$ cat src/rtl/display_page_scheduler_pkg.sv
// Shared types for the HEX display page scheduler: page/state encodings and
// the page-to-decoder-select mapping.
package display_pkg;

  typedef enum logic [1:0] {
    PAGE_TIME = 2'd0,
    PAGE_SEC  = 2'd1,
    PAGE_DAY  = 2'd2,
    PAGE_DATE = 2'd3
  } page_t;

  typedef enum logic [1:0] {
    S_FIXED  = 2'd0,
    S_AUTO   = 2'd1,
    S_MANUAL = 2'd2
  } state_t;

  function automatic logic [2:0] page_to_sel(page_t p);
    case (p)
      PAGE_SEC:  return 3'b001;
      PAGE_DAY:  return 3'b010;
      PAGE_DATE: return 3'b100;
      default:   return 3'b000;
    endcase
  endfunction

endpackage

$ cat src/rtl/display_page_scheduler_if.sv
// Board-side bundle of the page scheduler: switch/tick/mode inputs and the
// decoder-facing select, page and blank outputs.
interface display_page_scheduler_if;
  import display_pkg::*;

  logic       tick_1hz;
  logic [2:0] sw;
  logic       auto_en;
  logic       sync_valid;
  logic [2:0] sel;
  page_t      page;
  logic       blank;

  modport master (
    output tick_1hz, sw, auto_en, sync_valid,
    input  sel, page, blank
  );

  modport slave (
    input  tick_1hz, sw, auto_en, sync_valid,
    output sel, page, blank
  );

endinterface

$ cat src/rtl/display_page_scheduler_switch_debounce.sv
// One switch bit: 2-FF synchronizer followed by a stability counter that only
// accepts a new level after DEBOUNCE_CYCLES consecutive mismatching cycles.
module switch_debounce #(
  parameter int unsigned DEBOUNCE_CYCLES = 500_000
) (
  input  logic clk,
  input  logic reset_n,
  input  logic din,
  output logic dout
);

  localparam int unsigned CW = (DEBOUNCE_CYCLES > 1) ? $clog2(DEBOUNCE_CYCLES) : 1;

  logic          meta_q;
  logic          sync_q;
  logic          dout_q, dout_d;
  logic [CW-1:0] cnt_q, cnt_d;

  always_comb begin
    dout_d = dout_q;
    cnt_d  = '0;
    if (sync_q != dout_q) begin
      if (cnt_q == CW'(DEBOUNCE_CYCLES - 1)) begin
        dout_d = sync_q;
      end else begin
        cnt_d = cnt_q + CW'(1);
      end
    end
  end

  always_ff @(posedge clk or negedge reset_n) begin
    if (!reset_n) begin
      meta_q <= 1'b0;
      sync_q <= 1'b0;
      dout_q <= 1'b0;
      cnt_q  <= '0;
    end else begin
      meta_q <= din;
      sync_q <= meta_q;
      dout_q <= dout_d;
      cnt_q  <= cnt_d;
    end
  end

  assign dout = dout_q;

endmodule

$ cat src/rtl/display_page_scheduler.sv
// Chooses the HEX display page: debounced switch override, else 1 Hz auto-rotation
// or fixed time page. Optional blink while DCF77 unlocked: define DISPLAY_BLINK_EN.
module display_page_scheduler
  import display_pkg::*;
#(
  parameter int unsigned DEBOUNCE_CYCLES = 500_000,
  parameter int unsigned PAGE_DWELL_S    = 4
) (
  input  logic                     clk,
  input  logic                     reset_n,
  display_page_scheduler_if.slave  bus
);

  localparam int unsigned DW = $clog2(PAGE_DWELL_S + 1);

  logic [2:0] sw_db;

  genvar i;
  for (i = 0; i < 3; i++) begin : g_db
    switch_debounce #(
      .DEBOUNCE_CYCLES(DEBOUNCE_CYCLES)
    ) u_db (
      .clk     (clk),
      .reset_n (reset_n),
      .din     (bus.sw[i]),
      .dout    (sw_db[i])
    );
  end

  state_t        state_q, state_d;
  page_t         page_q,  page_d;
  logic [DW-1:0] dwell_q, dwell_d;
  logic [2:0]    sel_q;

  always_comb begin
    state_d = state_q;
    page_d  = page_q;
    dwell_d = dwell_q;
    if (|sw_db) begin
      // Override path: a tick arriving here is simply dropped.
      state_d = S_MANUAL;
      dwell_d = '0;
      if (sw_db[0])      page_d = PAGE_SEC;
      else if (sw_db[1]) page_d = PAGE_DAY;
      else               page_d = PAGE_DATE;
    end else if (bus.auto_en) begin
      if (state_q != S_AUTO) begin
        state_d = S_AUTO;
        page_d  = PAGE_TIME;
        dwell_d = '0;
      end else if (bus.tick_1hz) begin
        if (dwell_q == DW'(PAGE_DWELL_S - 1)) begin
          page_d  = page_t'(page_q + 2'd1);
          dwell_d = '0;
        end else begin
          dwell_d = dwell_q + DW'(1);
        end
      end
    end else begin
      state_d = S_FIXED;
      page_d  = PAGE_TIME;
      dwell_d = '0;
    end
  end

  always_ff @(posedge clk or negedge reset_n) begin
    if (!reset_n) begin
      state_q <= S_FIXED;
      page_q  <= PAGE_TIME;
      dwell_q <= '0;
      sel_q   <= '0;
    end else begin
      state_q <= state_d;
      page_q  <= page_d;
      dwell_q <= dwell_d;
      sel_q   <= page_to_sel(page_d);
    end
  end

  assign bus.sel  = sel_q;
  assign bus.page = page_q;

`ifdef DISPLAY_BLINK_EN
  logic blank_q;

  always_ff @(posedge clk or negedge reset_n) begin
    if (!reset_n) begin
      blank_q <= 1'b0;
    end else if (bus.sync_valid) begin
      blank_q <= 1'b0;
    end else if (bus.tick_1hz) begin
      blank_q <= ~blank_q;
    end
  end

  assign bus.blank = blank_q;
`else
  assign bus.blank = 1'b0;
`endif

endmodule
$ cat src/flat_wrapper.sv
// flat-port wrapper written by rule: the top's interface ports become plain ports
module display_page_scheduler_flat import display_pkg::*;
#(
  parameter int unsigned DEBOUNCE_CYCLES = 500_000,
  parameter int unsigned PAGE_DWELL_S    = 4
)
  (clk, reset_n, bus_tick_1hz, bus_sw, bus_auto_en, bus_sync_valid, bus_sel, bus_page, bus_blank);
  display_page_scheduler_if bus_i ();
  input  logic clk;
  input  logic reset_n;
  input wire logic [$bits(bus_i.tick_1hz)-1:0] bus_tick_1hz;
  input wire logic [$bits(bus_i.sw)-1:0] bus_sw;
  input wire logic [$bits(bus_i.auto_en)-1:0] bus_auto_en;
  input wire logic [$bits(bus_i.sync_valid)-1:0] bus_sync_valid;
  output wire logic [$bits(bus_i.sel)-1:0] bus_sel;
  output wire logic [$bits(bus_i.page)-1:0] bus_page;
  output wire logic [$bits(bus_i.blank)-1:0] bus_blank;
  assign bus_i.tick_1hz = bus_tick_1hz;
  assign bus_i.sw = bus_sw;
  assign bus_i.auto_en = bus_auto_en;
  assign bus_i.sync_valid = bus_sync_valid;
  assign bus_sel = bus_i.sel;
  assign bus_page = bus_i.page;
  assign bus_blank = bus_i.blank;
  display_page_scheduler #(.DEBOUNCE_CYCLES(DEBOUNCE_CYCLES), .PAGE_DWELL_S(PAGE_DWELL_S)) u_core (.clk(clk), .reset_n(reset_n), .bus(bus_i));
endmodule
$ cat config.mk
export PLATFORM = sky130hd
export DESIGN_NAME = display_page_scheduler_flat
export DESIGN_NICKNAME = d
export VERILOG_FILES = /design/src/rtl/display_page_scheduler_pkg.sv /design/src/rtl/display_page_scheduler_if.sv /design/src/rtl/display_page_scheduler_switch_debounce.sv /design/src/rtl/display_page_scheduler.sv /design/src/flat_wrapper.sv
export SDC_FILE = /design/constraint.sdc
export NUM_CORES = 1
export LEC_CHECK = 0
export CAP_MARGIN = 20
export CELL_PAD_IN_SITES_DETAIL_PLACEMENT = 1
export CELL_PAD_IN_SITES_GLOBAL_PLACEMENT = 2
export CORE_MARGIN = 5
export CORE_UTILIZATION = 40
export DETAILED_ROUTE_END_ITERATION = 10
export PLACE_DENSITY_LB_ADDON = 0.3
export SLEW_MARGIN = 20
export SYNTH_ARGS = -nofsm -noshare
export SYNTH_HDL_FRONTEND = slang
export SYNTH_HIERARCHICAL = 1
export SYNTH_SLANG_ARGS = --single-unit
$ cat constraint.sdc
create_clock -name clk -period 2.4 [get_ports clk]
set_input_delay 0.24 -clock clk [delete_from_list [all_inputs] [get_ports clk]]
set_output_delay 0.24 -clock clk [all_outputs]
set_load 0.1 [all_outputs]
# After elaboration in Yosys (flattened, before gate mapping)
# Cells that the tools add are included.
totals:
  register_bits: 76
  inputBits: 8
  output_inout_bits: 6
  elab_cells: 60
op_classes:
  n_addsub: 5
  n_eq_ne: 13
  n_mux: 22
  n_reduce_logical: 4
op_table:
  columns: ["op", "count"]
  rows:
  - ["19-bit two-way mux", 6]
  - ["19-bit by 1-bit adder with 19-bit output (second input constant)", 3]
  - ["19-bit equality test (second input constant)", 3]
  - ["2-bit two-way mux", 9]
  - ["3-bit two-way mux", 5]
  - ["3-bit case mux with 3 select lines", 1]
  - ["2-bit AND reduction", 3]
  - ["2-bit equality test (second input constant)", 2]
  - ["4-bit by 2-bit != test with 1-bit output (second input constant)", 1]
  - ["3-bit by 1-bit adder with 3-bit output (second input constant)", 1]
  - ["3-bit by 2-bit equality test with 1-bit output (second input constant)", 1]
  - ["1-bit != test", 3]
  - ["3-bit by 1-bit != test with 1-bit output (second input constant)", 1]
  - ["3-bit OR reduction", 1]
  - ["2-bit by 1-bit adder with 2-bit output (second input constant)", 1]
  - ["2-bit by 1-bit equality test with 1-bit output (second input constant)", 1]
  - ["2-bit by 1-bit != test with 1-bit output (second input constant)", 1]
  - ["1-bit two-way mux", 1]

# Depth between registers and ports, before layout
# Gate-level depths: netlist (run 1).
depth:
  ltp_word: 8
  depth_mapped: 5
  depth_no_buf: 5

# By module
# Netlist (run 1), hierarchy kept.
by_module_without_submodules:
  columns: ["module", "n_inst", "cells_per_inst", "area_per_inst_um2", "seq_area_each_um2"]
  rows:
  - ["switch_debounce (u_core.g_db[1].u_db ...)", 2, 105, 1079.8, 550.5]
  - ["switch_debounce (u_core.g_db[0].u_db)", 1, 105, 1073.5, 550.5]
  - ["display_page_scheduler", 1, 46, 494.2, 250.2]

# Worst setup path after synthesis (run 1)
# OpenSTA, ideal clock, no wires.
synth_timing:
  path_kind: "reg-to-reg"
  from: "register u_core.g_db[1].u_db.cnt_q[0]"
  to: "register u_core.g_db[1].u_db.cnt_q[16]"
  setup_time_ns: 0.078
  arrival_ns: 1.791
  required_time_ns: 2.322
  setup_slack_ns: 0.531
  stages_incl_launch_ff: 6
  n_path_buf: 0
  period_less_slack_ns: 1.869
  cell_sequence: "dfrtp_1 ha_1 nand4_4 or4_4 or3_1 a21oi_1"
synth_via:
  elab_chain_len: 3
  word_cells_on_any_way: 4
  classes_between: "1 x add/sub; 1 x eq/ne; 2 x mux"
synth_rtl:
  columns: ["item", "line_no", "text"]
  rows:
  - ["start: declaration", "display_page_scheduler_switch_debounce.sv:17", "logic [CW-1:0] cnt_q, cnt_d;"]
  - ["start signal: assignment", "display_page_scheduler_switch_debounce.sv:41", "cnt_q <= cnt_d;"]
  - ["19-bit by 1-bit adder with 19-bit output or 19-bit equality test (tied branches)", "display_page_scheduler_switch_debounce.sv:26, display_page_scheduler_switch_debounce.sv:23", null]
  - ["19-bit two-way mux (*)", "display_page_scheduler_switch_debounce.sv:23", "if (cnt_q == CW'(DEBOUNCE_CYCLES - 1)) begin"]
  - ["19-bit two-way mux (*)", "display_page_scheduler_switch_debounce.sv:22", "if (sync_q != dout_q) begin"]
  - ["via u_core.g_db[1].u_db.cnt_d[16]", "display_page_scheduler_switch_debounce.sv:17", null]
# The timed path passes the listed nets; every way through them passes the cells marked *.
# A chain may end at the register's enable or synchronous reset.

# Worst setup path after layout (run 1)
# Ends and elaborated chain as after synthesis.

==> flow_summary.json, run 1 <==
{
  "io_buffers": 11,
  "worst-r2r-setup-slack_ns": 0.32,
  "syn_area_sq_um": 3730,
  "synth-edff-count": 0,
  "initial_core_util_pct": 40.7,
  "switching_share_pct": 24.3,
  "period_share_pct": 86.7,
  "chipHeight_microns": 107,
  "grt_max_degree": 49,
  "antenna_found_initial": 0,
  "rr_startpoint": "u_core/g_db[1].u_db/cnt_q[0]$_DFF_PN0_",
  "cts_setup_buffers": 0,
  "crit_path_start_kind": "flop",
  "hold_path.class": "in2reg",
  "synth_cell_types": 43,
  "final-setup-viol-count": 0,
  "antenna_cells": 0,
  "clk_pin_slew_ns": 0.09,
  "clockBufferDepth": 2,
  "rsz0062_at_grt": "no",
  "required_ns": 2.66,
  "yosysSeqAreaShare_pct": 51.0,
  "drv_slew": 0,
  "fin_nets": 394,
  "drt_iter0_markers": 20,
  "num_rows": 35,
  "yosys_register_bits": 76,
  "synth.avg_cell_area_sq_um": 10.3,
  "finalHoldViolCount": 0,
  "synth_common_cells": "76 x dfrtp_1, 53 x nor2_1, 34 x xnor2_1",
  "hold_start": "bus_sw[0]",
  "slew_headroom_pct": 56.7,
  "ant_nets": 0,
  "fin_crit_ns": 2.08,
  "avgRoutedWirePerCell_microns": 15.1,
  "peakVddDrop_v": 0.000303,
  "yosys.area.top_type": "dfrtp_1",
  "clk_latency_ns": 0.34,
  "worstReg2RegEnd": "u_core/g_db[1].u_db/cnt_q[16]$_DFF_PN0_",
  "timing.fmax_ghz": 0.481,
  "crit_type": "reg2reg",
  "ios": 14,
  "p_sw_mw": 0.607,
  "powerDensity_nw_per_um2": 595,
  "cp-end-kind": "flop",
  "worst_pin_slew_ns": 0.649,
  "place_hpwl_mm": 5.27,
  "grt_first_pass_wirelength_mm": 13.5,
  "preCtsSetupSlack_ns": 0.341,
  "fin_setup_tns_ns": 0,
  "status": "finished, final reports clean",
  "cts_tree": "done",
  "min_path_cells": 1,
  "overflow": 0,
  "root_buffer": "clkbuf_8",
  "cap_violations": 0,
  "yosysTopAreaCellShare_pct": 51.0,
  "gp_congestion": 0.752,
  "via_count": 2623,
  "syn_nets": 373,
  "syn_inst": 361,
  "fp.dieW_microns": 107,
  "cts.sinks": 76,
  "clkPwrFrac_pct": 42.8,
  "cts_made_buffers": 9,
  "synth_ff_type": "dfrtp_1",
  "drcViolationCount": 0,
  "internal_power_mw": 1.89,
  "area_growth_pct": 12.7,
  "htreeDepth": 3,
  "seqPwrFrac_pct": 52.8,
  "async_flop_share_pct": 100,
  "setup_ws_ns": 0.320,
  "track_usage_pct": 14.5,
  "dieArea_sq_um": 11300,
  "cp_max_fo": 8,
  "combPwrFrac_pct": 4.4,
  "hold_path_end": "u_core/g_db[0].u_db/meta_q$_DFF_PN0_",
  "synthTopCellsByArea": "dfrtp_1 51%, xnor2_1 8.0%, nor2_1 5.3%, nand3_1 3.2%, xor2_1 2.8%",
  "grt_pass1_vias": 2818,
  "vias_per_cell": 5.27,
  "yosysMostFrequentCell": "dfrtp_1",
  "drt-total-wl_mm": 7.50,
  "reg2reg_depth": 5,
  "fillerInstances": 1049,
  "crit_arrival_ns": 2.34,
  "drive_gt1_share_pct": 12.4,
  "p_leak_nw": 1.71,
  "postCtsResizedCells": 0,
  "core_area_sq_um": 9150,
  "drt-pass1-iter-count": 4,
  "fin_skew_ns": 0.0155,
  "ys_warn_count": 6
}
-- flip-flops by register name, summed over array words and instances (netlist names) --
signal,count
u_core/bus.page,2
u_core/g_db.u_db/cnt_q,57
u_core/dwell_q,3
u_core/g_db.u_db/sync_q,3
u_core/bus.sel,3
u_core/g_db.u_db/meta_q,3
u_core/state_q,2
u_core/g_db.u_db/dout,3
-- kinds of logic (layout without fill, tap and decap cells) --
logic type	after synthesis	in the layout	synth area share [%]
simple gates	172	172	25.5
flops	76	76	51.0
xor+xnor	46	46	10.8
compound gates	31	31	6.71
buf+inv	26	52	3.05
mux	5	5	1.44
fa+ha+maj	4	4	1.34
other cells	1	1	0.101
-- area by class of cell --
type	count	area (sq um)	area share, %
tap	111	139	3.31
clock buffer	11	151	3.60
inverter	18	67.6	1.61
multi-input combinational	259	1710	40.8
clock inverter	5	66.3	1.58
timing repair buffer	18	163	3.87
sequential	76	1900	45.3
-- layer usage --
layer | GRT usage [%] | vias up | share of wire (%)
li1 | - | 1296 | -
met1 | 19.1 | 1308 | 49
met2 | 24.6 | 12 | 49
met3 | 2.37 | 7 | 1.5
met4 | 4.75 | 0 | 1.1
met5 | 0 | - | 0
-- worst max-delay path: stages (launching register included) --
cell and delay [ns]:
dfrtp_1 0.42, ha_1 0.28, nand4_4 0.20, or4_4 0.60
or3_1 0.32, a21oi_1 0.18
-- metrics by stage --
stage | power, mW | hold WS, ns | instance area (sq um) | instances | utilization [%]
after floorplan | 1.40 | -0.0556 | 3730 | 361 | -
after global placement | 1.46 | 0.317 | 3970 | 481 | 43.4
after detailed placement | 1.46 | 0.319 | 3970 | 481 | 43.4
after CTS | 2.54 | 0.314 | 4200 | 498 | 45.9
after global routing | 2.61 | 0.306 | 4200 | 498 | 45.9
final | 2.50 | 0.330 | 4200 | 498 | 45.9
-- cells in the final DEF, fill, tap and decap left out, types with 8 or more instances in the layout --
cell / synthesis / final
dfrtp_1: 76 / 76
nor2_1: 53 / 53
xnor2_1: 34 / 34
nand3_1: 24 / 24
nand2_1: 19 / 19
inv_1: 18 / 18
nor4_1: 15 / 15
nand4_1: 13 / 13
xor2_1: 12 / 12
a21oi_1: 12 / 12
clkbuf_8: 0 / 11
buf_4: 3 / 11
nor3_1: 10 / 10
or3_1: 8 / 8
-- repair_timing --
item,in CTS,in global routing
hold endpoints to repair,47,0
hold buffers,1,0
endpoints found under the setup margin,0,0
-- worst max-delay path by stage --
stage                                                       from                                 endpoint  slack (ns)
final                     u_core/g_db[1].u_db/cnt_q[0]$_DFF_PN0_  u_core/g_db[1].u_db/cnt_q[16]$_DFF_PN0_        0.32
after global routing      u_core/g_db[1].u_db/cnt_q[0]$_DFF_PN0_  u_core/g_db[1].u_db/cnt_q[16]$_DFF_PN0_        0.22
after CTS                 u_core/g_db[1].u_db/cnt_q[0]$_DFF_PN0_  u_core/g_db[1].u_db/cnt_q[16]$_DFF_PN0_        0.32
after detailed placement  u_core/g_db[1].u_db/cnt_q[0]$_DFF_PN0_  u_core/g_db[1].u_db/cnt_q[16]$_DFF_PN0_        0.34
after global placement    u_core/g_db[1].u_db/cnt_q[0]$_DFF_PN0_  u_core/g_db[1].u_db/cnt_q[16]$_DFF_PN0_        0.40
after floorplan           u_core/g_db[1].u_db/cnt_q[0]$_DFF_PN0_  u_core/g_db[1].u_db/cnt_q[16]$_DFF_PN0_        0.53
-- power groups by stage --
stage	combinational (mW)	clock [mW]	sequential, mW
after global routing	0.126	1.16	1.32
after global placement	0.112	0	1.34
after CTS	0.116	1.10	1.32
final	0.111	1.07	1.32
after floorplan	0.0629	0	1.34
after detailed placement	0.114	0	1.34
No activity file was read; power rests on OpenSTA's default activity.
==> inputs of run 2 (changes only) <==
--- a/config.mk
+++ b/config.mk
@@ -8,7 +8,7 @@
 export CAP_MARGIN = 20
 export CELL_PAD_IN_SITES_DETAIL_PLACEMENT = 1
 export CELL_PAD_IN_SITES_GLOBAL_PLACEMENT = 2
-export CORE_MARGIN = 5
+export CORE_MARGIN = 3
 export CORE_UTILIZATION = 40
 export DETAILED_ROUTE_END_ITERATION = 10
 export PLACE_DENSITY_LB_ADDON = 0.3
==> run 2 against run 1 <==
  * Count of clock-buffer cells in the layout is 1 lower
  * Cell area is 1.1% lower
  * Critical path depth stayed put
  * Clock power is 17% lower
  * Core utilization is 0.84 points higher
  * Register-to-register slack better by 0.05 ns
  * Die area is 7.4% lower
  * Critical path type unchanged
  * Critical endpoint unchanged
  * Largest power group unchanged
==> flow_summary.json, run 2 (same netlist as run 1, synthesis figures left out) <==
{
  "status": "finished, final reports clean",
  "drt-total-wl_mm": 7.43,
  "initial_core_util_pct": 41.9,
  "p_leak_nw": 1.69,
  "clkPwrFrac_pct": 38.3,
  "fin_setup_tns_ns": 0,
  "grt_first_pass_wirelength_mm": 13.0,
  "fp.dieW_microns": 103,
  "cap_violations": 0,
  "worst-r2r-setup-slack_ns": 0.37,
  "place_hpwl_mm": 5.19,
  "clockBufferDepth": 2,
  "drv_slew": 0,
  "via_count": 2647,
  "cts.sinks": 76,
  "switching_share_pct": 24.8,
  "dpl.cell_count": 478,
  "avgRoutedWirePerCell_microns": 15.0,
  "hold_path.class": "in2reg",
  "wl_met1_mm": 3.63,
  "peakVddDrop_v": 0.000273,
  "gp_congestion": 0.734,
  "num_rows": 34,
  "final-setup-viol-count": 0,
  "root_buffer": "clkbuf_8",
  "grt_max_degree": 77,
  "overflow": 0,
  "timing.critical_path.cells": "ha_1, nand4_4, or4_4, or3_1, a21oi_1",
  "io_buffers": 11,
  "chipHeight_microns": 103,
  "antenna_found_initial": 0,
  "cts_tree": "done",
  "crit_type": "reg2reg",
  "internal_power_mw": 1.74,
  "required_ns": 2.66,
  "hold_start": "bus_sw[0]",
  "largest_reg_flops": 57,
  "cp-end-kind": "flop",
  "final_common_cell": "dfrtp_1",
  "dr_wl_met2_mm": 3.58,
  "regMostFlops": "u_core/g_db.u_db/cnt_q",
  "timing.fmax_ghz": 0.493,
  "fin_util_pct": 46.7,
  "critPathMaxStageDelay_ns": 0.59,
  "dieArea_sq_um": 10500,
  "ant_nets": 0,
  "cp_max_fo": 8,
  "seqPwrFrac_pct": 57.0,
  "area_growth_pct": 11.5,
  "combPwrFrac_pct": 4.7,
  "p_sw_mw": 0.574,
  "htreeDepth": 3,
  "grt_pass1_vias": 2778,
  "drive_gt1_share_pct": 12.2,
  "rsz0062_at_grt": "no",
  "fin_crit_ns": 2.03,
  "vias_per_cell": 5.36,
  "clk_pin_slew_ns": 0.08,
  "powerDensity_nw_per_um2": 557,
  "fin_skew_ns": 0.0130,
  "crit_arrival_ns": 2.29,
  "clk_latency_ns": 0.35,
  "critical-path-top-delay-family": "simple AND/OR/NAND/NOR gates",
  "rr_startpoint": "u_core/g_db[1].u_db/cnt_q[0]$_DFF_PN0_",
  "hold_path_end": "u_core/g_db[0].u_db/meta_q$_DFF_PN0_",
  "drcViolationCount": 0,
  "core_area_sq_um": 8890,
  "track_usage_pct": 15.7,
  "period_share_pct": 84.5,
  "top_layer": "met4",
  "min_path_cells": 1,
  "crit_buf_inv": 0,
  "worstReg2RegEnd": "u_core/g_db[1].u_db/cnt_q[16]$_DFF_PN0_",
  "fin_nets": 394,
  "wl_met3_microns": 134,
  "final_cell_mix": "76 x dfrtp_1, 53 x nor2_1, 34 x xnor2_1, 24 x nand3_1, 19 x nand2_1",
  "reg2reg_depth": 5,
  "ios": 14,
  "antenna_cells": 0,
  "crit_path_start_kind": "flop",
  "drt-pass1-iter-count": 4,
  "final_cells": 494,
  "drt_iter0_markers": 30,
  "cts_made_buffers": 9,
  "slowest_stage": "or4_4",
  "finalHoldViolCount": 0
}
run 2: cell count changes in the layout (fill, tap and decap cells not counted):
cell | previous run | this run
clkinv_4 | 0 | 3
inv_6 | 2 | 0
bufinv_16 | 1 | 0
clkbuf_8 | 11 | 10
clkinv_2 | 0 | 1
inv_8 | 1 | 0
run 2: worst max path at each step:
stage / startpoint / endpoint / slack, ns / depth (start not counted)
finish: u_core/g_db[1].u_db/cnt_q[0]$_DFF_PN0_ / u_core/g_db[1].u_db/cnt_q[16]$_DFF_PN0_ / 0.37 / 5
floorplan: u_core/g_db[1].u_db/cnt_q[0]$_DFF_PN0_ / u_core/g_db[1].u_db/cnt_q[16]$_DFF_PN0_ / 0.53 / 5
global placement: u_core/g_db[1].u_db/cnt_q[0]$_DFF_PN0_ / u_core/g_db[1].u_db/cnt_q[16]$_DFF_PN0_ / 0.43 / 5
global route: u_core/g_db[1].u_db/cnt_q[0]$_DFF_PN0_ / u_core/g_db[1].u_db/cnt_q[18]$_DFF_PN0_ / 0.24 / 5
CTS: u_core/g_db[1].u_db/cnt_q[0]$_DFF_PN0_ / u_core/g_db[1].u_db/cnt_q[16]$_DFF_PN0_ / 0.36 / 5
detailed placement: u_core/g_db[1].u_db/cnt_q[0]$_DFF_PN0_ / u_core/g_db[1].u_db/cnt_q[16]$_DFF_PN0_ / 0.35 / 5
run 2: power groups by stage:
stage	Sequential, mW	Clock (mW)	Combinational [mW]
after floorplan	1.34	0	0.0629
after global placement	1.34	0	0.111
after detailed placement	1.34	0	0.113
after CTS	1.32	0.935	0.115
after global routing	1.32	0.992	0.126
final	1.32	0.886	0.110
run 2: final cells by class:
cell class	instances	area (sq um)
fillers	1016	4740
repair buffers	18	163
multi-input cells	259	1710
clock inverters	5	38.8
clock buffers	10	138
inverters	18	67.6
flip-flops and latches	76	1900
well taps	108	135
run 2: timing repair:
item	4_1_cts	5_1_grt
resized for setup	0	0
setup buffers	0	0
endpoints found under the hold margin	76	0
hold buffers	1	0
endpoints found under the setup margin	0	0
run 2: through the flow:
step                      setup WS [ns]  hold slack (ns)  area (sq um)  power (mW)
final                             0.373            0.337          4160        2.31
after global routing              0.235            0.307          4160        2.44
after CTS                         0.358            0.307          4160        2.37
after detailed placement          0.354            0.295          3970        1.46
after global placement            0.428            0.293          3970        1.45
after floorplan                   0.531          -0.0556          3730        1.40
run 2: worst reg2reg max path: stages (launching register included):
cell     delay [ns]
dfrtp_1        0.41
ha_1           0.28
nand4_4        0.20
or4_4          0.60
or3_1          0.31
a21oi_1        0.15
run 2: routing by layer:
metal,track usage (%),up-vias
li1,-,1293
met5,0,-
met3,3.72,9
met2,25.0,18
met4,5.35,0
met1,21.0,1327
